--- src/rtl/pc_reg.sv ---
// Program counter with stall/flush/branch handling and a one-deep pending-redirect latch.
// Optional fetch alignment check enabled by defining PC_ALIGN_CHK_EN.
module pc_reg #(
  parameter logic [31:0] RESET_PC = 32'h00000000
) (
  input  logic        clk,
  input  logic        rst,
  input  logic [5:0]  stall,
  input  logic        flush,
  input  logic [31:0] new_pc,
  input  logic        branch_flag_i,
  input  logic [31:0] branch_target_address_i,
  output logic [31:0] pc,
  output logic        ce,
  output logic        pc_misalign_o
);

  typedef enum logic [1:0] {
    IDLE      = 2'd0,
    RUN       = 2'd1,
    HOLD      = 2'd2,
    HOLD_PEND = 2'd3
  } state_t;

  state_t      state_reg, state_next;
  logic [31:0] pc_reg_q, pc_next;
  logic [31:0] pend_target_reg, pend_target_next;
  logic        pend_valid_reg, pend_valid_next;
  logic        ce_reg, misalign_reg;
  logic        misalign_next;
  logic        unused_stall;

  // Only stage 0 of the stall vector affects fetch.
  assign unused_stall = ^stall[5:1];

  always_comb begin
    state_next       = state_reg;
    pc_next          = pc_reg_q;
    pend_target_next = pend_target_reg;
    pend_valid_next  = pend_valid_reg;
    if (state_reg == IDLE) begin
      // First fetch after reset release is RESET_PC itself.
      state_next = RUN;
    end else if (flush) begin
      pc_next          = new_pc;
      pend_target_next = 32'h0;
      pend_valid_next  = 1'b0;
      state_next       = RUN;
    end else if (stall[0]) begin
      if (branch_flag_i) begin
        pend_target_next = branch_target_address_i;
        pend_valid_next  = 1'b1;
        state_next       = HOLD_PEND;
      end else if (state_reg != HOLD_PEND) begin
        state_next = HOLD;
      end
    end else begin
      if (branch_flag_i)
        pc_next = branch_target_address_i;
      else if (state_reg == HOLD_PEND && pend_valid_reg)
        pc_next = pend_target_reg;
      else
        pc_next = pc_reg_q + 32'd4;
      pend_target_next = 32'h0;
      pend_valid_next  = 1'b0;
      state_next       = RUN;
    end
  end

`ifdef PC_ALIGN_CHK_EN
  assign misalign_next = (pc_next[1:0] != 2'b00);
`else
  assign misalign_next = 1'b0;
`endif

  always_ff @(posedge clk) begin
    if (rst) begin
      state_reg       <= IDLE;
      pc_reg_q        <= RESET_PC;
      pend_target_reg <= 32'h0;
      pend_valid_reg  <= 1'b0;
      ce_reg          <= 1'b0;
      misalign_reg    <= 1'b0;
    end else begin
      state_reg       <= state_next;
      pc_reg_q        <= pc_next;
      pend_target_reg <= pend_target_next;
      pend_valid_reg  <= pend_valid_next;
      // A misaligned fetch is suppressed so the ROM returns a nop.
      ce_reg          <= (state_next != IDLE) && !misalign_next;
      misalign_reg    <= misalign_next;
    end
  end

  assign pc            = pc_reg_q;
  assign ce            = ce_reg;
  assign pc_misalign_o = misalign_reg;

endmodule
--- config.mk ---
export PLATFORM = sky130hd
export DESIGN_NAME = pc_reg
export DESIGN_NICKNAME = d
export VERILOG_FILES = /design/src/rtl/pc_reg.sv
export SDC_FILE = /design/constraint.sdc
export NUM_CORES = 1
export LEC_CHECK = 0
export ABC_AREA = 1
export CORE_MARGIN = 4
export CORE_UTILIZATION = 45
export CTS_CLUSTER_SIZE = 28
export DETAILED_ROUTE_END_ITERATION = 8
export PLACE_DENSITY = 0.74
export SYNTH_ARGS = -nofsm -noshare
export SYNTH_HDL_FRONTEND = slang
export SYNTH_SLANG_ARGS = --single-unit
--- constraint.sdc ---
create_clock -name clk -period 2.1 [get_ports clk]
set_input_delay 0.42 -clock clk [delete_from_list [all_inputs] [get_ports clk]]
set_output_delay 0.42 -clock clk [all_outputs]
set_load 0.02 [all_outputs]
==> impl_metrics.toml, run 1 <==
[status]
outcome = "finished, final reports clean"

[sta]
finalSetupViolCount = 0
tightest_slew_ns = 0.611
timing.fmax_mhz = 515
hold_viol = 0
tns_ns = 0
period_needed_ns = 1.94
fin_skew_ns = 0.0110
maxSlewHeadroom_pct = 59.2
slew_viol_final = 0
rsz0062_at_grt = "no"
min_period_over_period_pct = 92.4

[route]
drt-wirelength-per-cell_um = 14.1
final_antenna_net_count = 0
drc_errors = 0
first_pass_iters = 4
drtIter0Drc = 282
totalWireLength_um = 13000
viasPerCell = 5.26
vias = 4833

[logic_synthesis]
synth_warnings = 0
synth_seq_area_share_pct = 30.8
ys_types = 41
synth.top_cell.area_share_pct = 30.8
syn-cell-area_um2 = 4420
syn_nets = 773
yosys_register_bits = 68
syn_avg_cell_area_um2 = 6.33
synth_top_family_by_area = "simple AND/OR/NAND/NOR gates"
synth.area.mux_share_pct = 0
synth.largest_area_cell = "dfxtp_1"
synth_cells = 698
synth_fa_ha_area_share_pct = 0.283
synth-xor-area-share_pct = 0.595
synth_compound_area_share_pct = 16.0
yosys.area_share.simple_pct = 43.0
synthTopCellsByArea = "dfxtp_1, nand2_1, nor2_1"

[setup_path]
critPathTopFamily = "buffers and inverters"
startpoint_type = "flip-flop"
worstPathCellList = "clkdlybuf4s50_1"
crit_start = "pc[24]$_SDFFE_PP0P_"
r2r_end = "pc[26]$_SDFFE_PP0P_"
required_ns = 1.68
r2r_slack_ns = 0.32
path_class = "reg -> out"
worst-path-stages = 1
ff2ff_path_depth = 12
crit_path_max_incr_delay_ns = 0.67
r2r-start = "pc[2]$_SDFFE_PP0P_"
critPathCapture = "pc[24]"
critPathCaptureType = "output port"
worstPathMaxFanout = 6
crit_arrival_ns = 1.52
cp_num_buf_inv = 1
cp_slowest_cell = "clkdlybuf4s50_1"

[run]
maxCapViolCount = 0

[floorplan]
dieArea_um2 = 11500
coreArea_um2 = 9420
die_w_um = 107
rows = 35
start_util_pct = 46.9
die_h_um = 107
io_pins = 108

[place]
hpwl_um = 9380
gp_congestion = 0.908
port_buffers = 101

[power_and_ir_drop]
p_leak_nw = 2.26
ir_drop_mv = 0.293
finalPower_mw = 3.12
power.density_nw_per_um2 = 554

[clock_network]
cts_setup_buffers = 0
cts_root_buffer = "clkbuf_8"
cts_max_path_buffers = 2
cts.sinks = 68
cts_resized = 0
cts_made_buffers = 9
worst_skew_pair.late_latency_ns = 0.35
holdBufCountCts = 0
cts_tree = "done"
cts.clk_slew.worst_paths_ns = 0.09
cts-htree-levels = 3

[hold_path]
hold_path.class = "in -> reg"

[cells_and_area]
multi_input_area_um2 = 2650
drive_above_1_share_pct = 10.3
seq_area_um2 = 1360
diodes = 0
synthToLayoutAreaGrowth_pct = 27.6
final_common_cell = "nand2_1"
nFillCells = 899
final_cell_mix = "nand2_1, nor2_1, clkdlybuf4s50_1"
final_util_pct = 59.9
layout.nets = 859

[grt]
grt.total_usage_pct = 23.2
grt_first_pass_wirelength_um = 22000
antenna_found_initial = 0
grt_max_degree = 41
grt_pass1_vias = 4777
overflow = 0
-- how the worst min path moves through the flow --
stage,end,slack (ns),cells after the start,from
floorplan,pend_target_reg[0]$_SDFFE_PP0P_,0.44,2,pend_target_reg[0]$_SDFFE_PP0P_
global placement,pend_target_reg[19]$_SDFFE_PP0P_,0.45,2,pend_target_reg[19]$_SDFFE_PP0P_
detailed placement,pend_target_reg[22]$_SDFFE_PP0P_,0.46,2,pend_target_reg[22]$_SDFFE_PP0P_
CTS,pend_target_reg[29]$_SDFFE_PP0P_,0.40,3,branch_flag_i
global route,pend_target_reg[29]$_SDFFE_PP0P_,0.43,3,branch_flag_i
finish,pend_target_reg[29]$_SDFFE_PP0P_,0.42,3,branch_flag_i
-- through the flow --
step | instances | area, um^2 | hold WS [ns] | setup slack (ns)
2_1_floorplan | 698 | 4420 | 0.439 | 0.402
3_3_place_gp | 902 | 5460 | 0.448 | 0.110
3_5_place_dp | 902 | 5460 | 0.456 | 0.0365
4_1_cts | 918 | 5640 | 0.405 | 0.135
5_1_grt | 918 | 5640 | 0.426 | 0.112
6_report | 918 | 5640 | 0.420 | 0.159
-- tightest hold or removal path, cell delays in order --
cell	delay, ns
buf_2	0.14
nand2_1	0.08
o21ai_0	0.08
-- cell usage after synthesis --
| master | count |
|---|---|
| clkbuf_1 | 13 |
| nor2_1 | 119 |
| buf_4 | 2 |
| nand3_2 | 3 |
| and2_1 | 1 |
| nand2_4 | 4 |
| dlygate4sd1_1 | 1 |
| a31oi_1 | 3 |
| nand2_1 | 189 |
| o21ai_1 | 11 |
| buf_2 | 12 |
| or2_2 | 1 |
| o21a_1 | 1 |
| o32ai_1 | 1 |
| nand3b_1 | 3 |
| a21o_1 | 1 |
| nand3_1 | 74 |
| conb_1 | 1 |
| buf_1 | 3 |
| a21oi_1 | 46 |
| o211ai_1 | 7 |
| inv_2 | 6 |
| a21oi_2 | 12 |
| a211oi_1 | 5 |
| nor2_8 | 3 |
| ha_1 | 1 |
| buf_6 | 1 |
| inv_1 | 34 |
| nand2_2 | 6 |
| dfxtp_1 | 68 |
| nand4_1 | 1 |
| nand2_8 | 1 |
| clkbuf_8 | 7 |
| xnor2_1 | 3 |
| nor2_2 | 8 |
| nor2_4 | 6 |
| o221a_2 | 1 |
| o21ai_0 | 31 |
| a221oi_1 | 2 |
| clkinv_1 | 2 |
| nor3_1 | 4 |
-- final cells by class --
type,count,area share [%]
Inverter,42,2.80
Clock buffer,10,2.26
Sequential cell,68,24.1
Timing Repair Buffer,114,20.0
Tap cell,129,2.86
Clock inverter,6,0.866
Multi-Input combinational cell,549,47.0
-- power by group --
group / total [mW] / leakage (nW) / switching [mW] / internal (mW)
registers: 1.43 / 0.555 / 0.0821 / 1.35
logic: 0.697 / 1.63 / 0.374 / 0.323
clock network: 0.996 / 0.0795 / 0.557 / 0.439
total: 3.12 / 2.26 / 1.01 / 2.11
-- logic make-up (layout without fill, tap and decap cells) --
| family | Yosys count | in the layout |
|---|---|---|
| adder cells (fa/ha/maj) | 1 | 1 |
| AO/OA/AOI/OAI | 121 | 121 |
| flip-flops | 68 | 68 |
| buffers and inverters | 81 | 172 |
| other | 1 | 1 |
| AND/OR/NAND/NOR | 423 | 423 |
| XOR/XNOR | 3 | 3 |
-- metal layers --
metal	up-vias	routed length, um	GRT usage, %
li1	2435	-	-
met1	2209	5690	29.5
met2	175	6270	39.6
met3	14	929	5.00
met4	0	102	6.58
met5	-	0	0
(Power assumes the default switching activity.)
==> run 2, diff against run 1 <==
- SLEW_MARGIN: default -> 10
==> results of run 2 <==
No change in the layout: final DEF, timing and power equal those of run 1.
==> run 3, diff against run 2 <==
- CORE_MARGIN: 4 -> default
- clock period: 2.1 -> 2.4 ns (I/O delays scaled with it)
==> impl_metrics.toml, run 3 (synthesis gave the netlist of run 1 again) <==
[sta]
maxSlewHeadroom_pct = 60.5
fin_skew_ns = 0.0107
setup_ws_ns = 0.396
hold_viol = 0
finalSetupViolCount = 0
fin_hold_ws_ns = 0.468
min_period_over_period_pct = 83.5
rsz0062_at_grt = "no"
tns_ns = 0
slew_viol_final = 0
timing.fmax_mhz = 499
tightest_slew_ns = 0.592
period_needed_ns = 2.00

[route]
totalWireLength_um = 12800
vias = 4819
first_pass_iters = 5
viasPerCell = 5.25
drc_errors = 0
drtIter0Drc = 287
drt-wirelength-per-cell_um = 14.0
final_antenna_net_count = 0

[clock_network]
holdBufCountCts = 0
cts_setup_buffers = 0
cts_tree = "done"
cts_root_buffer = "clkbuf_8"
cts.clk_slew.worst_paths_ns = 0.08
cts.sinks = 68
cts-htree-levels = 3
cts_made_buffers = 9
worst_skew_pair.late_latency_ns = 0.35
cts_max_path_buffers = 2
cts_resized = 0

[setup_path]
path_class = "reg -> out"
worstPathCellList = "clkdlybuf4s50_1"
worst-path-stages = 1
cp_num_buf_inv = 1
worstPathMaxFanout = 6
crit_arrival_ns = 1.52
required_ns = 1.92
critPathCaptureType = "output port"
critPathCapture = "pc[24]"
r2r-start = "pc[2]$_SDFFE_PP0P_"
crit_start = "pc[24]$_SDFFE_PP0P_"
r2r_end = "pc[22]$_SDFFE_PP0P_"
r2r_slack_ns = 0.60
startpoint_type = "flip-flop"
ff2ff_path_depth = 12
crit_path_max_incr_delay_ns = 0.68
critPathTopFamily = "buffers and inverters"
cp_slowest_cell = "clkdlybuf4s50_1"

[power_and_ir_drop]
p_leak_nw = 2.30
power.density_nw_per_um2 = 532
ir_drop_mv = 0.379

[floorplan]
die_w_um = 101
die_h_um = 101
dieArea_um2 = 10200
coreArea_um2 = 9370
rows = 35
start_util_pct = 47.1
io_pins = 108

[grt]
grt_first_pass_wirelength_um = 21500
grt_max_degree = 41
overflow = 0
grt.total_usage_pct = 26.4
antenna_found_initial = 0
grt_pass1_vias = 4566

[status]
outcome = "finished, final reports clean"

[cells_and_area]
seq_area_um2 = 1360
drive_above_1_share_pct = 10.3
synthToLayoutAreaGrowth_pct = 28.8
diodes = 0
final_common_cell = "nand2_1"
nFillCells = 899
final_cell_mix = "nand2_1, nor2_1, clkdlybuf4s50_1"
multi_input_area_um2 = 2650
layout.nets = 859
design_area_um2 = 5690

[run]
maxCapViolCount = 0

[hold_path]
hold_path.class = "reg -> reg"

[place]
hpwl_um = 9230
gp_congestion = 0.867
placed_area_um2 = 5450
post-place-ws_ns = 0.219
port_buffers = 101
## run 3: cell count changes in the layout (fill, tap and decap cells not counted), sizes merged
cell / delta
inv: -2
clkinvlp: -3
bufinv: +3
clkinv: +2
## run 3: how the worst min path moves through the flow
stage,start,endpoint,slack (ns),depth (start not counted)
2_1_floorplan,pend_target_reg[0]$_SDFFE_PP0P_,pend_target_reg[0]$_SDFFE_PP0P_,0.44,2
3_3_place_gp,pend_target_reg[18]$_SDFFE_PP0P_,pend_target_reg[18]$_SDFFE_PP0P_,0.45,2
3_5_place_dp,pend_target_reg[25]$_SDFFE_PP0P_,pend_target_reg[25]$_SDFFE_PP0P_,0.45,2
4_1_cts,pend_target_reg[25]$_SDFFE_PP0P_,pend_target_reg[25]$_SDFFE_PP0P_,0.47,2
5_1_grt,pend_target_reg[18]$_SDFFE_PP0P_,pend_target_reg[18]$_SDFFE_PP0P_,0.47,2
6_report,pend_target_reg[25]$_SDFFE_PP0P_,pend_target_reg[25]$_SDFFE_PP0P_,0.47,2
## run 3: where the power goes
| group | leakage, nW | total, mW | internal, mW | switching, mW |
|---|---|---|---|---|
| Clock | 0.120 | 1.17 | 0.693 | 0.473 |
| Sequential | 0.555 | 1.25 | 1.18 | 0.0715 |
| Combinational | 1.63 | 0.607 | 0.281 | 0.326 |
| Total | 2.30 | 3.03 | 2.16 | 0.870 |
## run 3: layout make-up
| cell class | instances | share of cell area [%] |
|---|---|---|
| multi-input cells | 549 | 46.6 |
| flip-flops and latches | 68 | 23.9 |
| repair buffers | 114 | 19.6 |
| well taps | 129 | 2.84 |
| inverters | 42 | 2.77 |
| clock buffers | 10 | 2.24 |
| clock inverters | 6 | 1.98 |
## run 3: metal layers
| layer | vias up | GRT usage, % | share of wire [%] |
|---|---|---|---|
| li1 | 2433 | - | - |
| met1 | 2188 | 35.1 | 46 |
| met2 | 178 | 43.5 | 47 |
| met3 | 20 | 4.44 | 5.7 |
| met4 | 0 | 8.47 | 1.6 |
| met5 | - | 0 | 0 |
## run 3: through the flow
step	cells	power [mW]	utilization, %
after floorplan	698	1.61	-
after global placement	902	1.87	58.1
after detailed placement	902	1.88	58.1
after CTS	918	3.03	60.7
after global routing	918	3.16	60.7
final	918	3.03	60.7
